## src/rtl/mod4_seq_ctrl_pkg.sv

```systemverilog
// Shared definitions for the mod4 sequencer: FSM state encoding, default
// parameter values and the width of the WAIT down-counter.
package mod4_seq_ctrl_pkg;

  typedef enum logic [1:0] {
    ST_IDLE = 2'd0,
    ST_WAIT = 2'd1,
    ST_RESP = 2'd2
  } state_t;

  localparam int LAT_DEF = 1;  // datapath latency, legal 1..15
  localparam int CW_DEF  = 8;  // completed-transaction counter width
  localparam int TW      = 4;  // wait-counter width, holds LAT-1 up to 14

endpackage

```

## src/rtl/mod4_seq_ctrl_if.sv

```systemverilog
// Request/response handshake bundle between a stimulus source and the
// sequencer. The master drives requests and consumes responses; the slave
// (the sequencer) does the opposite.
interface mod4_seq_ctrl_if;

  logic       req_valid;
  logic [1:0] req_sym;
  logic       req_ready;
  logic       rsp_valid;
  logic [1:0] rsp_fg;
  logic       rsp_ready;

  modport master (
    output req_valid, req_sym, rsp_ready,
    input  req_ready, rsp_valid, rsp_fg
  );

  modport slave (
    input  req_valid, req_sym, rsp_ready,
    output req_ready, rsp_valid, rsp_fg
  );

endinterface

```

## src/rtl/mod4_seq_timer.sv

```systemverilog
// Loadable down-counter with a zero flag; paces the WAIT state so the
// datapath output is sampled exactly LAT edges after the symbol is applied.
module mod4_seq_timer
  import mod4_seq_ctrl_pkg::*;
(
  input  logic          clk,
  input  logic          rst,
  input  logic          load,
  input  logic [TW-1:0] load_val,
  input  logic          dec,
  output logic          zero
);

  logic [TW-1:0] cnt;

  // Counter register: load wins over decrement, never underflows below zero.
  // NOTE: sequential state is written with <= so every register samples the
  // pre-edge values of its sources, independent of statement order.
  always_ff @(posedge clk) begin
    if (rst) begin
      cnt <= '0;
    end else if (load) begin
      cnt <= load_val;
    end else if (dec && (cnt != '0)) begin
      cnt <= cnt - 1'b1;
    end
  end

  assign zero = (cnt == '0);

endmodule

```

## src/rtl/mod4_seq_ctrl.sv

```systemverilog
// Transaction sequencer for the modulo4 datapath: accepts a 2-bit symbol,
// applies it on D1/D2, waits LAT cycles, captures {f,g} and hands it back
// over the response port. Counts completed responses modulo 2^CW.
module mod4_seq_ctrl
  import mod4_seq_ctrl_pkg::*;
#(
  parameter int LAT = LAT_DEF,
  parameter int CW  = CW_DEF
) (
  input  logic          CLK1,
  input  logic          RST,
  mod4_seq_ctrl_if.slave bus,
  output logic          D1,
  output logic          D2,
  input  logic          f,
  input  logic          g,
  output logic          busy,
  output logic [CW-1:0] count
);

  localparam logic [TW-1:0] WAIT_INIT = TW'(LAT - 1);

  state_t state;
  state_t state_nxt;
  logic   timer_load;
  logic   timer_dec;
  logic   timer_zero;
  logic   capture;
  logic   done;

  mod4_seq_timer u_timer (
    .clk      (CLK1),
    .rst      (RST),
    .load     (timer_load),
    .load_val (WAIT_INIT),
    .dec      (timer_dec),
    .zero     (timer_zero)
  );

  // State register; reset dominates any handshake in progress.
  always_ff @(posedge CLK1) begin
    if (RST) begin
      state <= ST_IDLE;
    end else begin
      state <= state_nxt;
    end
  end

  // Next-state and per-cycle control strobes.
  // NOTE: every signal gets a default before the case so no path leaves a
  // value unassigned, which would otherwise infer a latch.
  always_comb begin
    state_nxt  = state;
    timer_load = 1'b0;
    timer_dec  = 1'b0;
    capture    = 1'b0;
    done       = 1'b0;
    unique case (state)
      ST_IDLE: begin
        // A simultaneous rsp_ready is irrelevant here: only the request counts.
        if (bus.req_valid) begin
          timer_load = 1'b1;
          state_nxt  = ST_WAIT;
        end
      end
      ST_WAIT: begin
        if (timer_zero) begin
          capture   = 1'b1;
          state_nxt = ST_RESP;
        end else begin
          timer_dec = 1'b1;
        end
      end
      ST_RESP: begin
        if (bus.rsp_ready) begin
          done      = 1'b1;
          state_nxt = ST_IDLE;
        end
      end
      default: state_nxt = ST_IDLE;
    endcase
  end

  // Datapath registers: applied symbol, captured response and completion count.
  // D1/D2 keep the last symbol after the transaction; only reset clears them.
  always_ff @(posedge CLK1) begin
    if (RST) begin
      D1            <= 1'b0;
      D2            <= 1'b0;
      bus.rsp_fg    <= 2'b00;
      bus.rsp_valid <= 1'b0;
      count         <= '0;
    end else begin
      if (timer_load) begin
        {D1, D2} <= bus.req_sym;
      end
      if (capture) begin
        bus.rsp_fg    <= {f, g};
        bus.rsp_valid <= 1'b1;
      end
      if (done) begin
        bus.rsp_valid <= 1'b0;
        count         <= count + 1'b1;
      end
    end
  end

  assign bus.req_ready = (state == ST_IDLE);
  assign busy          = (state != ST_IDLE);

endmodule

```

## src/flat_wrapper.sv

```systemverilog
// flat-port wrapper written by rule: the top's interface ports become plain ports
module mod4_seq_ctrl_flat import mod4_seq_ctrl_pkg::*;
#(
  parameter int LAT = LAT_DEF,
  parameter int CW  = CW_DEF
)
  (CLK1, RST, D1, D2, f, g, busy, count, bus_req_valid, bus_req_sym, bus_rsp_ready, bus_req_ready, bus_rsp_valid, bus_rsp_fg);
  mod4_seq_ctrl_if bus_i ();
  input  logic CLK1;
  input  logic RST;
  output logic D1;
  output logic D2;
  input  logic f;
  input  logic g;
  output logic busy;
  output logic [CW-1:0] count;
  input wire logic [$bits(bus_i.req_valid)-1:0] bus_req_valid;
  input wire logic [$bits(bus_i.req_sym)-1:0] bus_req_sym;
  input wire logic [$bits(bus_i.rsp_ready)-1:0] bus_rsp_ready;
  output wire logic [$bits(bus_i.req_ready)-1:0] bus_req_ready;
  output wire logic [$bits(bus_i.rsp_valid)-1:0] bus_rsp_valid;
  output wire logic [$bits(bus_i.rsp_fg)-1:0] bus_rsp_fg;
  assign bus_i.req_valid = bus_req_valid;
  assign bus_i.req_sym = bus_req_sym;
  assign bus_i.rsp_ready = bus_rsp_ready;
  assign bus_req_ready = bus_i.req_ready;
  assign bus_rsp_valid = bus_i.rsp_valid;
  assign bus_rsp_fg = bus_i.rsp_fg;
  mod4_seq_ctrl #(.LAT(LAT), .CW(CW)) u_core (.CLK1(CLK1), .RST(RST), .bus(bus_i), .D1(D1), .D2(D2), .f(f), .g(g), .busy(busy), .count(count));
endmodule
```

## config.mk

```make
export PLATFORM = sky130hd
export DESIGN_NAME = mod4_seq_ctrl_flat
export DESIGN_NICKNAME = d
export VERILOG_FILES = /design/src/rtl/mod4_seq_ctrl_pkg.sv /design/src/rtl/mod4_seq_ctrl_if.sv /design/src/rtl/mod4_seq_timer.sv /design/src/rtl/mod4_seq_ctrl.sv /design/src/flat_wrapper.sv
export SDC_FILE = /design/constraint.sdc
export NUM_CORES = 1
export LEC_CHECK = 0
export BUFFER_PORTS_ARGS = -buffer_cell sky130_fd_sc_hd__buf_2
export CORE_ASPECT_RATIO = 1.1
export CORE_UTILIZATION = 40
export DETAILED_ROUTE_END_ITERATION = 12
export PLACE_DENSITY = 0.66
export SYNTH_ARGS = -nofsm -noshare
export SYNTH_HDL_FRONTEND = slang
export SYNTH_SLANG_ARGS = --single-unit
export TNS_END_PERCENT = 20
```

## constraint.sdc

```tcl
create_clock -name CLK1 -period 1.5 [get_ports CLK1]
set_clock_uncertainty 0.1 [all_clocks]
set_input_delay 0.075 -clock CLK1 [delete_from_list [all_inputs] [get_ports CLK1]]
set_output_delay 0.075 -clock CLK1 [all_outputs]
set_load 0.05 [all_outputs]
```

==> impl_metrics.toml, run 1 <==
[logic_synthesis]
seq_area_frac_synth = 0.460
synthCells = 93
synthDistinctLibCells = 24
syn-cell-area_sq_um = 827
synth_top_cell_area_share = 0.460
synth_top_area_cell = "dfxtp_1"
synth_nets = 103
synth_warnings = 0
synth_seq_cells = 19
yosys-top-cells-area = "dfxtp_1, a21oi_1, o21ai_0"
avgSynthCellArea_sq_um = 8.89

[final_layout]
final_cells = 154
diodes = 0
area_growth_pct = 37.1
fillers = 170
drive_gt1_frac = 0.402
fin_area_sq_um = 1130
layout.nets = 138

[worst_setup_path]
ff2ff_setup_slack_ps = -60
reg2reg_from = "u_core.u_timer.cnt[0]"
rr_endpoint = "u_core.u_timer.cnt[3]"
cp_slowest_cell = "or4_4"
worstSetupEndpointType = "register"
cp.required_ps = 1650
cp_max_fo = 2
start_kind = "register"
arrival_ps = 1700
path_cells = "buf_4 > or3_4 > or4_4 > a21oi_2"
critPathBufInv = 1
slowest_delay_ps = 430
critPathKind = "register to register"
crit_family = "simple AND/OR/NAND/NOR gates"
rr_worst_depth = 4

[clock_tree]
numCtsBuffers = 3
h-tree-depth = 1
cts_buffer_depth = 2
clock-sinks = 19
clock_latency_ps = 310
cts_root_buffer = "clkbuf_4"
clk_pin_slew_ps = 110
cts_setup_buffers = 0
cts_tree = "done"

[detailed_routing]
vias = 793
antenna_left = 0
wl_met2_um = 860
routed-wl-met3_um = 59
wl_met1_um = 904
via_per_inst = 5.15
drt-pass1-iter-count = 4
drt-initial-drc-count = 6
drt-total-wl_um = 1860
detail_route.wl_per_cell_um = 12.0
drc = 0
top_layer_used = "met4"

[floorplanning]
dieArea_sq_um = 2250
ios = 23
die-height_um = 49.7
core_sq_um = 1860
die_x_um = 45.4
initial_utilization = 0.444
core.rowCount = 16

[power]
power_mw = 0.950
p_comb_frac = 0.157
pwr-share-seq = 0.558
power.density_nw_per_um2 = 838
power.leakage_nw = 0.502
ir_worst_vdd_mv = 0.443
clockPowerShare = 0.285
power.internal_mw = 0.669
swShare = 0.296
power_switching_mw = 0.281

[run]
cap_violations = 0

[timing]
hold_viol = 0
setup_viol_count_final = 1
fin_crit_sh = 1.04
relSlewSlack = 0.807
rsz0062_at_grt = "true"
worst_pin_slew_ps = 287
final_max_slew_viol_count = 0
hold_slack_ps = 7.66
fmax_mhz = 643
min_period_ps = 1560
setup_ws_ps = -55.7

[place]
placed_cells = 146
gp_congestion = 0.735
place_area_sq_um = 1020
port_buffers = 22
hpwl_um = 1230

[grt]
antenna_found_initial = 0
grt_pass1_wl_um = 3270
grt_pass1_vias = 747
track_usage = 0.196
grt_max_degree = 17
grt-ovfl-total = 0

[hold_path]
min_from = "RST"
hp-class = "input pin to register"
min_path_cells = 2
min_to = "u_core.state[0]"

[status]
status = "finished, violations left"
violations = "setup timing"
[what timing repair did]
item / 4_1_cts / 5_1_grt
resized for setup: 5 / 11
hold buffers: 4 / 0
gates cloned: 0 / 0
pin swaps: 2 / 2
setup endpoints to repair: 6 / 7
endpoints found under the hold margin: 4 / 0
[synth_stat cells]
cell type / n
nand2_1: 2
o21ai_0: 8
nor3_1: 1
xor2_1: 2
o31ai_1: 2
mux2i_1: 3
a21oi_1: 14
nand2b_1: 1
nand3b_4: 1
or2_2: 1
a311oi_1: 1
ha_1: 2
clkbuf_1: 3
and2b_1: 1
nand4b_1: 1
or3b_2: 1
or3_1: 4
nor2_1: 8
nor3b_1: 3
nand3_1: 4
or4_1: 4
inv_1: 5
nand4_1: 2
dfxtp_1: 19
[how the worst max path moves through the flow]
stage	startpoint	endpoint	slack, ps	depth (start not counted)
after floorplan	u_core.count[3]	u_core.count[5]	-70	3
after global placement	u_core.u_timer.cnt[0]	u_core.u_timer.cnt[3]	-20	5
after detailed placement	u_core.u_timer.cnt[0]	u_core.u_timer.cnt[3]	-70	5
after CTS	u_core.u_timer.cnt[0]	u_core.u_timer.cnt[3]	-20	5
after global routing	u_core.u_timer.cnt[0]	u_core.u_timer.cnt[3]	-70	4
final	u_core.u_timer.cnt[0]	u_core.u_timer.cnt[3]	-60	4
[cells in the final DEF (no fill, tap or decap), types with 2 or more instances in the layout]
master,count
buf_2,22
a21oi_1,13
dfxtp_1,13
nor2_1,7
buf_4,7
o21ai_0,6
dfxtp_2,6
dlygate4sd3_1,4
inv_1,3
nand3_1,3
or3_1,3
or4_1,3
mux2i_1,3
clkbuf_4,3
inv_2,2
nor3b_1,2
nand4_1,2
nand2_1,2
o31ai_1,2
o21ai_1,2
xor2_1,2
[worst reg2reg max path: stages (launching register included)]
cell     delay, ps
dfxtp_2        340
buf_4          120
or3_4          360
or4_4          430
a21oi_2        150
[registers in the layout, indices dropped and copies added, names as in the netlist]
name,cells
u_core.state,2
u_core.bus.rsp_fg,2
u_core.count,8
u_core.D2,1
u_core.u_timer.cnt,4
u_core.bus.rsp_valid,1
u_core.D1,1
[logic make-up after synthesis]
group / after synthesis / synth area share
simple gates: 34 / 0.254
xor+xnor: 2 / 0.0212
flops: 19 / 0.460
buf+inv: 8 / 0.0363
fa+ha+maj: 2 / 0.0303
mux: 3 / 0.0363
compound gates: 25 / 0.162
[final cells by class]
cell class	count	area (sq um)	area share
clock buffer	3	22.5	0.0199
clock inverter	1	5.00	0.00442
inverter	5	18.8	0.0166
multi-input combinational	66	463	0.408
sequential	19	388	0.342
tap	27	33.8	0.0298
timing repair buffer	33	203	0.179
[layer usage]
| layer | vias up | track usage |
|---|---|---|
| met3 | 4 | 0.0330 |
| li1 | 405 | - |
| met4 | 0 | 0.0758 |
| met5 | - | 0 |
| met1 | 365 | 0.283 |
| met2 | 19 | 0.285 |
[power groups by stage]
stage	clock [mW]	combinational, mW	sequential [mW]
final	0.271	0.149	0.530
after global routing	0.309	0.161	0.532
after CTS	0.279	0.149	0.529
after detailed placement	0	0.140	0.540
after global placement	0	0.139	0.540
after floorplan	0	0.0642	0.574
[metrics by stage]
stage               setup TNS (ps)   util  setup slack, ps
floorplan                     -245      -            -67.5
global placement             -50.3  0.547            -16.6
detailed placement            -179  0.547            -71.6
CTS                          -20.7  0.593            -20.7
global route                  -112  0.609            -72.0
finish                       -55.7  0.609            -55.7
(Power assumes the default switching activity.)
==> run 2: changes to the inputs <==
CORE_ASPECT_RATIO = unset   (was 1.1)
CTS_CLUSTER_SIZE = 24   (was unset)
PLACE_DENSITY = unset   (was 0.66)
clock period = 1.6 ns   (was 1.5 ns; I/O delays follow)
==> impl_metrics.toml, run 2 (synthesized netlist as in run 1, its figures left out) <==
[run]
cap_violations = 0

[final_layout]
layout.nets = 133
final_cell_mix = "buf_2, dfxtp_1, a21oi_1, nor2_1, o21ai_0"
drive_gt1_frac = 0.295
area_growth_pct = 28.4
largest_register_ffs = 8
final_common_cell = "buf_2"
final_cells = 149
reg.largest.list = "u_core.count (8), u_core.u_timer.cnt (4)"
top_register = "u_core.count"
diodes = 0
final_util = 0.541

[clock_tree]
clock-sinks = 19
cts_root_buffer = "clkbuf_4"
cts_setup_buffers = 0
clock_latency_ps = 290
clk_pin_slew_ps = 100
numCtsBuffers = 3
cts_tree = "done"
h-tree-depth = 1
cts_buffer_depth = 2

[worst_setup_path]
rr_worst_depth = 5
start_kind = "register"
cp_max_fo = 7
ff2ff_setup_slack_ps = 80
reg2reg_from = "u_core.u_timer.cnt[0]"
worstSetupEndpointType = "register"
critPathKind = "register to register"
arrival_ps = 1660
rr_endpoint = "u_core.u_timer.cnt[3]"
cp.required_ps = 1740

[status]
status = "finished, final reports clean"

[hold_path]
min_path_cells = 2
hp-class = "input pin to register"
min_to = "u_core.state[1]"
min_from = "RST"

[place]
gp_congestion = 0.773
hpwl_um = 1250
placed_cells = 141
port_buffers = 22

[detailed_routing]
drt-initial-drc-count = 10
drt-pass1-iter-count = 4
antenna_left = 0
drc = 0
vias = 789
detail_route.wl_per_cell_um = 11.7
via_per_inst = 5.30
drt-total-wl_um = 1750

[floorplanning]
die_x_um = 47.5
dieArea_sq_um = 2250
ios = 23
core.rowCount = 16
die-height_um = 47.5
initial_utilization = 0.422
core_sq_um = 1960

[timing]
hold_viol = 0
setup_viol_count_final = 0
min_period_ps = 1520
fin_crit_sh = 0.952
worst_pin_slew_ps = 301
rsz0062_at_grt = "true"
fmax_mhz = 657
relSlewSlack = 0.800
final_max_slew_viol_count = 0

[power]
power.density_nw_per_um2 = 815
ir_worst_vdd_mv = 0.607
power.leakage_nw = 0.472

[grt]
grt_pass1_vias = 633
grt-ovfl-total = 0
grt_max_degree = 17
antenna_found_initial = 0
grt_pass1_wl_um = 2770
track_usage = 0.178
==> run 2: power breakdown <==
part / total [mW] / internal (mW) / switching, mW
Clock: 0.236 / 0.0970 / 0.139
Combinational: 0.135 / 0.0441 / 0.0905
Sequential: 0.496 / 0.485 / 0.0104
Total: 0.866 / 0.626 / 0.240
==> run 2: worst max-delay path by stage <==
stage | startpoint | end | cells after the start
CTS | u_core.u_timer.cnt[0] | u_core.u_timer.cnt[3] | 5
floorplan | u_core.count[2] | u_core.count[7] | 3
global route | u_core.u_timer.cnt[0] | u_core.u_timer.cnt[3] | 5
finish | u_core.u_timer.cnt[0] | u_core.u_timer.cnt[3] | 5
detailed placement | u_core.u_timer.cnt[0] | u_core.u_timer.cnt[3] | 5
global placement | u_core.u_timer.cnt[0] | u_core.u_timer.cnt[3] | 5
==> run 2: layer usage <==
layer | vias up | track usage | routed length, um
li1 | 400 | - | -
met1 | 362 | 0.235 | 829
met2 | 25 | 0.279 | 808
met3 | 2 | 0.0679 | 94
met4 | 0 | 0.0343 | 13
met5 | - | 0 | 0
==> run 2: stage by stage <==
step / hold slack [ps] / power, mW / worst slack [ps] / TNS, ps / cell area [sq um]
6_report: 43.6 / 0.866 / 76.8 / 0 / 1060
5_1_grt: 46.2 / 0.907 / -6.08 / -6.08 / 1060
4_1_cts: 31.8 / 0.879 / 1.74 / 0 / 1050
3_5_place_dp: 225 / 0.634 / -9.75 / -9.75 / 977
3_3_place_gp: 221 / 0.633 / 25.1 / 0 / 977
2_1_floorplan: 49.1 / 0.597 / -81.3 / -176 / 830
==> run 2: timing repair <==
item,in CTS,in global routing
gates resized for setup,3,3
pin swaps,0,2
endpoints found under the hold margin,4,0
hold buffers,4,0
setup endpoints to repair,3,6
==> run 2: cell type report <==
type	instances	area, sq um
Fill cell	217	900
Multi-Input combinational cell	66	433
Sequential cell	19	385
Timing Repair Buffer	28	165
Tap cell	27	33.8
Clock buffer	4	26.3
Inverter	5	18.8
==> run 2: critical path, stage by stage (launching register included) <==
cell,delay [ps]
dfxtp_2,340
inv_1,50
ha_2,190
nor3b_4,170
or4_1,500
a21oi_1,130
